## src/rtl/lfsr_stream_if.sv

```systemverilog
// Output word stream of lfsr_stream: valid/ready handshake plus the data word.
// The producer owns valid and data, the consumer owns ready.
interface lfsr_stream_if #(
  parameter int WIDTH = 8
) ();
  logic             out_valid;
  logic             out_ready;
  logic [WIDTH-1:0] out_data;

  modport master (output out_valid, output out_data, input out_ready);
  modport slave  (input out_valid, input out_data, output out_ready);
endinterface

```

## src/rtl/lfsr_stream.sv

```systemverilog
// Fibonacci LFSR word source with seed load, burst / free-run control and a
// valid/ready output stream. STEP single shifts are applied per accepted word.
module lfsr_stream #(
  parameter int          WIDTH = 8,
  parameter logic [31:0] TAPS  = 32'h0000_00B8,
  parameter logic [31:0] SEED  = 32'h0000_0001,
  parameter int          STEP  = 1,
  parameter int          CNT_W = 16
) (
  input  logic               clk,
  input  logic               reset,
  input  logic               seed_load,
  input  logic [WIDTH-1:0]   seed_in,
  input  logic               start,
  input  logic [CNT_W-1:0]   burst_len,
  input  logic               stop,
  lfsr_stream_if.master      stream,
  output logic               busy,
  output logic               done
);

  localparam logic [WIDTH-1:0] L_TAPS = TAPS[WIDTH-1:0];
  localparam logic [WIDTH-1:0] L_SEED = SEED[WIDTH-1:0];

  typedef enum logic {IDLE, RUN} fsm_t;

  fsm_t             r_fsm, w_fsm_next;
  logic [WIDTH-1:0] r_state, w_state_next, w_advanced;
  logic [CNT_W-1:0] r_remaining, w_remaining_next;
  logic             r_free, w_free_next;
  logic             r_done, w_done_next;
  logic             w_xfer, w_last;

  // STEP single shifts unrolled into one combinational cone.
  function automatic logic [WIDTH-1:0] f_advance(input logic [WIDTH-1:0] s);
    logic [WIDTH-1:0] v;
    v = s;
    for (int i = 0; i < STEP; i++) begin
      v = {v[WIDTH-2:0], ^(v & L_TAPS)};
    end
    return v;
  endfunction

  // An all-zero state is a lock-up point; the next advance escapes to SEED.
  assign w_advanced = (r_state == '0) ? L_SEED : f_advance(r_state);

  assign w_xfer = (r_fsm == RUN) && stream.out_ready;
  assign w_last = !r_free && (r_remaining == CNT_W'(1));

  always_comb begin
    // NOTE: every output gets a default first so no path leaves it unassigned; this is what keeps the block free of latches.
    w_fsm_next       = r_fsm;
    w_state_next     = r_state;
    w_remaining_next = r_remaining;
    w_free_next      = r_free;
    w_done_next      = 1'b0;
    unique case (r_fsm)
      IDLE: begin
        if (seed_load) begin
          w_state_next = (seed_in == '0) ? L_SEED : seed_in;
        end else if (start) begin
          w_remaining_next = burst_len;
          w_free_next      = (burst_len == '0);
          w_fsm_next       = RUN;
        end
      end
      RUN: begin
        if (w_xfer) begin
          w_state_next = w_advanced;
          if (!r_free && r_remaining != '0) begin
            w_remaining_next = r_remaining - CNT_W'(1);
          end
        end
        // Completion takes priority over stop so the final word still reports done.
        if (w_xfer && w_last) begin
          w_fsm_next  = IDLE;
          w_done_next = 1'b1;
        end else if (stop) begin
          w_fsm_next = IDLE;
        end
      end
      default: w_fsm_next = IDLE;
    endcase
  end

  // NOTE: sequential state uses non-blocking assignments so all registers update together from pre-edge values.
  always_ff @(posedge clk or posedge reset) begin
    if (reset) begin
      r_fsm       <= IDLE;
      r_state     <= L_SEED;
      r_remaining <= '0;
      r_free      <= 1'b0;
      r_done      <= 1'b0;
    end else begin
      r_fsm       <= w_fsm_next;
      r_state     <= w_state_next;
      r_remaining <= w_remaining_next;
      r_free      <= w_free_next;
      r_done      <= w_done_next;
    end
  end

  assign stream.out_valid = (r_fsm == RUN);
  assign stream.out_data  = r_state;
  assign busy             = (r_fsm == RUN);
  assign done             = r_done;

endmodule

```

## src/flat_wrapper.sv

```systemverilog
// flat-port wrapper written by rule: the top's interface ports become plain ports
module lfsr_stream_flat 
#(
  parameter int          WIDTH = 8,
  parameter logic [31:0] TAPS  = 32'h0000_00B8,
  parameter logic [31:0] SEED  = 32'h0000_0001,
  parameter int          STEP  = 1,
  parameter int          CNT_W = 16
)
  (clk, reset, seed_load, seed_in, start, burst_len, stop, busy, done, stream_out_valid, stream_out_data, stream_out_ready);
  lfsr_stream_if #(.WIDTH(WIDTH)) stream_i ();
  input  logic clk;
  input  logic reset;
  input  logic seed_load;
  input  logic [WIDTH-1:0] seed_in;
  input  logic start;
  input  logic [CNT_W-1:0] burst_len;
  input  logic stop;
  output logic busy;
  output logic done;
  output wire logic [$bits(stream_i.out_valid)-1:0] stream_out_valid;
  output wire logic [$bits(stream_i.out_data)-1:0] stream_out_data;
  input wire logic [$bits(stream_i.out_ready)-1:0] stream_out_ready;
  assign stream_out_valid = stream_i.out_valid;
  assign stream_out_data = stream_i.out_data;
  assign stream_i.out_ready = stream_out_ready;
  lfsr_stream #(.WIDTH(WIDTH), .TAPS(TAPS), .SEED(SEED), .STEP(STEP), .CNT_W(CNT_W)) u_core (.clk(clk), .reset(reset), .seed_load(seed_load), .seed_in(seed_in), .start(start), .burst_len(burst_len), .stop(stop), .stream(stream_i), .busy(busy), .done(done));
endmodule
```

## config.mk

```make
export PLATFORM = sky130hd
export DESIGN_NAME = lfsr_stream_flat
export DESIGN_NICKNAME = d
export VERILOG_FILES = /design/src/rtl/lfsr_stream_if.sv /design/src/rtl/lfsr_stream.sv /design/src/flat_wrapper.sv
export SDC_FILE = /design/constraint.sdc
export NUM_CORES = 1
export LEC_CHECK = 0
export BUFFER_PORTS_ARGS = -buffer_cell sky130_fd_sc_hd__buf_2
export CAP_MARGIN = 20
export CORE_MARGIN = 2
export CORE_UTILIZATION = 28
export CTS_BUF_LIST = sky130_fd_sc_hd__clkbuf_4 sky130_fd_sc_hd__clkbuf_8
export DETAILED_ROUTE_END_ITERATION = 12
export SYNTH_ARGS = -nofsm -noshare
export SYNTH_HDL_FRONTEND = slang
export SYNTH_SLANG_ARGS = --single-unit
```

## constraint.sdc

```tcl
create_clock -name clk -period 1.95 [get_ports clk]
set_input_delay 0.4875 -clock clk [delete_from_list [all_inputs] [get_ports clk]]
set_output_delay 0.4875 -clock clk [all_outputs]
set_load 0.01 [all_outputs]
```

== After elaboration in Yosys (flattened, before gate mapping) ==
Index checks and enable logic that the tools add are counted.
Cells by class
  $add $sub $neg: 1
  equality and inequality tests: 6
  muxes and demuxes: 17
  bitwise gates (word level): 2
  reductions and logical operators: 13
Operators by type and width (number)
  $mux 16: 4
  $mux 8: 4
  $pmux 16 s2: 1
  $eq 16x1->1 const B: 1
  $logic_not 16->1: 1
  $logic_not 8->1: 2
  $pmux 8 s2: 1
  $reduce_bool 16->1: 1
  $sub 16x1->16 const B: 1
  $ne 2x2->1 const B: 5
  $reduce_xor 8->1: 1
  $mux 1: 6
  $logic_and 1x1->1: 4
  $reduce_and 4->1: 1
  $reduce_and 3->1: 1
  $not 1->1: 2
  $pmux 1 s2: 1
  $reduce_and 2->1: 1
  $logic_not 1->1: 1
Word-level totals
  flip-flop bits (word level): 27
  input bits: 30
  output and inout bits: 11
  word-level logic and storage cells: 44

== Depth between registers and ports, before layout ==
  word-level depth: 5
  gate-level depth with buffers: 8
  depth with buffers taken out: 7

== Least setup slack after synthesis ==
OpenSTA, ideal clock, no wires.
  path kind: register -> register
  from: register u_core.r_remaining[0]
  to: register u_core.r_remaining[10]
  library setup time: 82 ps
  data arrival time: 1841 ps
  data required time: 1868 ps
  path slack: 27 ps
  cell stages (with the launch flop): 8
  buffers on the path: 0
  period minus slack after synthesis: 1923 ps
  cells stage by stage: dfrtp_1 > inv_1 > ha_1 > or3b_1 > o41ai_1 > a21oi_1 > or3_1 > a31oi_1
Between the ends
  longest elaborated chain between the ends: 4
  elaborated cells between the ends (all ways): 8
  classes of those cells: 1 x add/sub; 1 x eq/ne; 3 x mux; 3 x reduce/logical
RTL lines
  start, declared: line lfsr_stream.sv:29  | logic [CNT_W-1:0] r_remaining, w_remaining_next;
  start signal, assigned: line lfsr_stream.sv:97  | r_remaining <= w_remaining_next;
  $sub 16x1->16 / $reduce_bool 16->1 (equally long branches): line lfsr_stream.sv:71, lfsr_stream.sv:70
  $mux 16 / $logic_and 1x1->1 (equally long branches): line lfsr_stream.sv:70  | if (!r_free && r_remaining != '0) begin
  $mux 16 / $ne 2x2->1 (equally long branches)
  $pmux 16 s2 / $reduce_and 4->1 (equally long branches)
Parallel ways exist; a longest one is shown, timed or not. The select of a mux whose other input is x is not followed.
A chain may end at the register's enable or synchronous reset.

== Worst setup path in the final report ==
  from: register u_core.r_remaining[4]
  to: register u_core.r_remaining[15]
Same word-level chain as after synthesis.

==> results.txt <==
----------------------------------------------------
[Run status]
  Outcome ... finished clean

[Global route]
  Overflow after GRT ... 0
  Pin count of the biggest net entering global routing ... 38
  Number of global-route vias before repair ... between 1500 and 2000
  Total track usage ... 15.4%
  Global-route wire length before repair ... 7960 um
  Initial antenna violation count ... 0

[Route]
  DR iter-0 viols ... between 90 and 100
  Overall via count from detail_route ... 1804
  Remaining DRCs ... 0
  Final routed wirelength across all metal layers ... 5010 um
  Routed wirelength normalized by instance count ... 14.6 um
  Vias per cell ... 5.27
  Number of nets still failing antenna checks after routing ... 0
  Detailed-routing iteration count for the pre-antenna-repair pass ... 4

[Yosys]
  Largest family of logic cells by synthesized area ... simple AND/OR/NAND/NOR gates
  Sequential area share after synthesis ... 39.6%
  Fraction of registers with async set or reset after synthesis ... 100%
  Share of synthesized cell area in full adder, half adder and majority cells ... under 10%
  Synthesized area ... around 0.0017 sq mm
  Synth Net Count ... 230
  Number of standard cells after synthesis ... 197
  Number of storage elements in the synthesis netlist ... 27
  Fraction of synthesized area in multiplexers ... 1.83%
  Cell variety after synth ... 49
  EDFF count, synth ... 0
  Xor/xnor share of the synthesized area ... under 10%
  Simple-gate portion of the synthesized area ... 27.3%
  Synthesized area per cell ... 8.68 sq um
  Warning count from the yosys run ... 0
  Most used flip-flop cell after synthesis ... sky130_fd_sc_hd__dfrtp_1
  Share of the synthesized area in compound gates (AO/OA/AOI/OAI) ... 23.6%

[Final layout]
  Area overhead of the layout relative to synthesis ... 38.5%
  Non-Filler Cell Area, Final ... 0.00237 sq mm
  Area occupied by multi-input gates ... 0.00107 sq mm
  Antenna Diode Count ... 0
  Fill cell instance count of the final layout ... approximately 600
  Filler-free cell count of the finished design ... 342
  Ratio of cells with drive above 1 in the final layout ... roughly 39%
  Net count reported at finish ... 301
  Register Area ... slightly below 700 sq um

[Timing]
  Setup-failing EPs final ... 0
  Pins over their slew limit ... 0
  Setup repair after global routing missed its margin ... yes
  Worst clock skew ... 0.0105 ns
  Max_slew headroom ... 67.6%
  Post-route setup TNS ... 0 ns
  Slew at the pin closest to its max-slew limit ... 0.481 ns
  Fraction of the cycle the final worst path needs ... between 90% and 100%
  Final Hold Viols ... 0
  Post-layout minimum cycle time ... 1.94 ns
  Maximum clock frequency ... between 0.5 and 0.6 GHz

[Setup path]
  Worst-path cell with the longest stage delay ... sky130_fd_sc_hd__o41a_4
  Kind of end point of the critical path ... flip-flop
  Sequence of cells on the critical path ... nor4_4 > buf_4 > nand4_4 > o41a_4 > and4_4 > nor3_4
  Worst Path Arrival ... 2.15 ns
  Startpoint type of the worst setup path ... flip-flop
  Required time of the critical path ... approximately 2.2 ns
  Maximum single-stage delay on the critical path ... 0.51 ns
  Critical path class ... reg2reg
  Maximum fanout encountered on the critical timing path ... 7

[Die]
  Width of the die ... ~82 um
  Core box area ... 0.00592 sq mm
  Initial core utilization ... 28.9%
  Die height ... 82.1 um
  I/O Pins ... 41
  Floorplan die area ... 0.00675 sq mm
  Placement Rows ... 28

[Run]
  Reported max-cap violation count ... 0

[Power]
  Pwr/cell area ... approximately 900 mW/mm^2
  Overall Power ... 2.18 mW
  Peak supply drop ... 0.636 mV
  LEAKAGE ... 1.02 nW

[Clock tree]
  CTS Sinks ... 27
  Clock latency reported for the late side of the worst-skew pair ... 0.28 ns
  Clock slew at the register clock pins of the worst setup and hold paths ... 0.10 ns
  Max clock buf depth ... 2
  CTS Buf Count ... 3
  CTS tree ... yes
  H-tree Lvls ... 1
  Clk root buf ... sky130_fd_sc_hd__clkbuf_8

[Min path]
  Min-Delay Path Class ... in2async

[Place]
  Post-place instance area ... approximately 0.0021 sq mm
  Post-detailed-placement half-perimeter wirelength ... 3540 um
  Number of port buffers ... 40
  Instance count after placement with tap cells included ... 327
  Routability Congestion ... 0.816

----------------------------------------------------
-- registers in the layout (all words and copies together), names as in the netlist --
name,cells
u_core.stream.out_data,8
u_core.done,1
u_core.r_remaining,16
u_core.r_free,1
u_core.busy,1
-- per-stage QoR --
| step | hold WS [ns] | worst slack, ns | util [%] |
|---|---|---|---|
| after floorplan | 0.496 | 0.0274 | - |
| final | 0.250 | 0.0125 | 40.0 |
| after global routing | 0.298 | -0.0886 | 40.0 |
| after global placement | 0.527 | 0.0297 | 36.1 |
| after detailed placement | 0.539 | -0.00715 | 36.1 |
| after CTS | 0.263 | -0.00859 | 37.3 |
-- critical path: cells and delay by family, from the launching register on --
kind,cells,cell delay [ns]
simple gates,4,0.72
compound gates,1,0.51
flops,1,0.47
buf+inv,1,0.18
-- report_power, final --
| part | leakage, nW | switching [mW] | internal [mW] |
|---|---|---|---|
| registers | 0.308 | 0.230 | 0.719 |
| logic | 0.684 | 0.450 | 0.445 |
| clock network | 0.0262 | 0.176 | 0.161 |
| total | 1.02 | 0.857 | 1.32 |
-- Yosys cell counts (all sizes together) (2+ instances only) --
library cell | instances | area (sq um)
a211oi | 2 | 15.0
a21oi | 25 | 125
a31oi | 3 | 18.8
and4 | 2 | 20.0
buf | 3 | 23.8
clkbuf | 6 | 22.5
dfrtp | 26 | 651
ha | 3 | 37.5
inv | 8 | 30.0
mux2i | 2 | 20.0
nand2 | 21 | 78.8
nand2b | 3 | 18.8
nand3 | 6 | 30.0
nand4 | 4 | 31.3
nor2 | 14 | 52.6
nor2b | 2 | 12.5
nor3 | 6 | 35.0
nor3b | 3 | 27.5
nor4 | 10 | 92.6
o21ai | 18 | 93.8
o22ai | 7 | 43.8
o32ai | 2 | 17.5
o41ai | 3 | 26.3
or3b | 2 | 17.5
or4 | 2 | 18.8
-- final cells by class --
type	count	share of cell area, %
Multi-Input combinational cell	155	45.0
Tap cell	75	3.96
Sequential cell	27	28.8
Timing Repair Buffer	73	18.9
Clock buffer	4	2.06
Inverter	8	1.27
-- what timing repair did --
action	CTS	global route
hold buffers	0	0
buffers inserted	0	9
cloned	1	1
endpoints found under the setup margin	2	16
pin swaps	0	9
gates resized for setup	1	19
-- cell usage in the layout (no fill, tap or decap), types with 3 or more instances in the layout --
cell / n
sky130_fd_sc_hd__nand2_1: 20
sky130_fd_sc_hd__nor3_1: 4
sky130_fd_sc_hd__clkbuf_8: 3
sky130_fd_sc_hd__o22ai_1: 6
sky130_fd_sc_hd__nor4_1: 7
sky130_fd_sc_hd__dfrtp_2: 3
sky130_fd_sc_hd__nand4_1: 3
sky130_fd_sc_hd__dfrtp_1: 23
sky130_fd_sc_hd__nand2b_1: 3
sky130_fd_sc_hd__buf_4: 33
sky130_fd_sc_hd__a21oi_1: 24
sky130_fd_sc_hd__inv_1: 6
sky130_fd_sc_hd__buf_2: 40
sky130_fd_sc_hd__nor4_4: 3
sky130_fd_sc_hd__a31oi_1: 3
sky130_fd_sc_hd__nor2_1: 13
sky130_fd_sc_hd__o21ai_0: 16
sky130_fd_sc_hd__nand3_1: 6
-- routing by layer --
metal,track usage (%),vias to the layer above,part of all wire (%)
li1,-,891,-
met1,20.0,864,44
met2,26.2,43,49
met3,2.72,6,4.8
met4,4.17,0,1.7
met5,0,-,0
-- cell families (layout without fill, tap and decap cells) --
group	Yosys count	in the layout
AOI/OAI and AO/OA	66	68
xor gates and xnor gates	2	2
adders and majority gates	3	3
buffers and inverters	17	85
DFF	27	27
muxes	3	3
and+or+nand+nor	79	79
-- worst paths after layout --
kind	slack (ns)	to	cells past startpoint	startpoint
min in group clk	0.40	u_core.busy	2	stop
hold reg to reg	0.55	u_core.stream.out_data[5]	2	u_core.stream.out_data[4]
max in group asynchronous	1.39	u_core.stream.out_data[0]	3	reset
hold / removal	0.25	u_core.r_remaining[1]	3	reset
setup reg to reg	0.01	u_core.r_remaining[15]	6	u_core.r_remaining[4]
setup / recovery	0.01	u_core.r_remaining[15]	6	u_core.r_remaining[4]
Power figures use the tool's default switching activity.
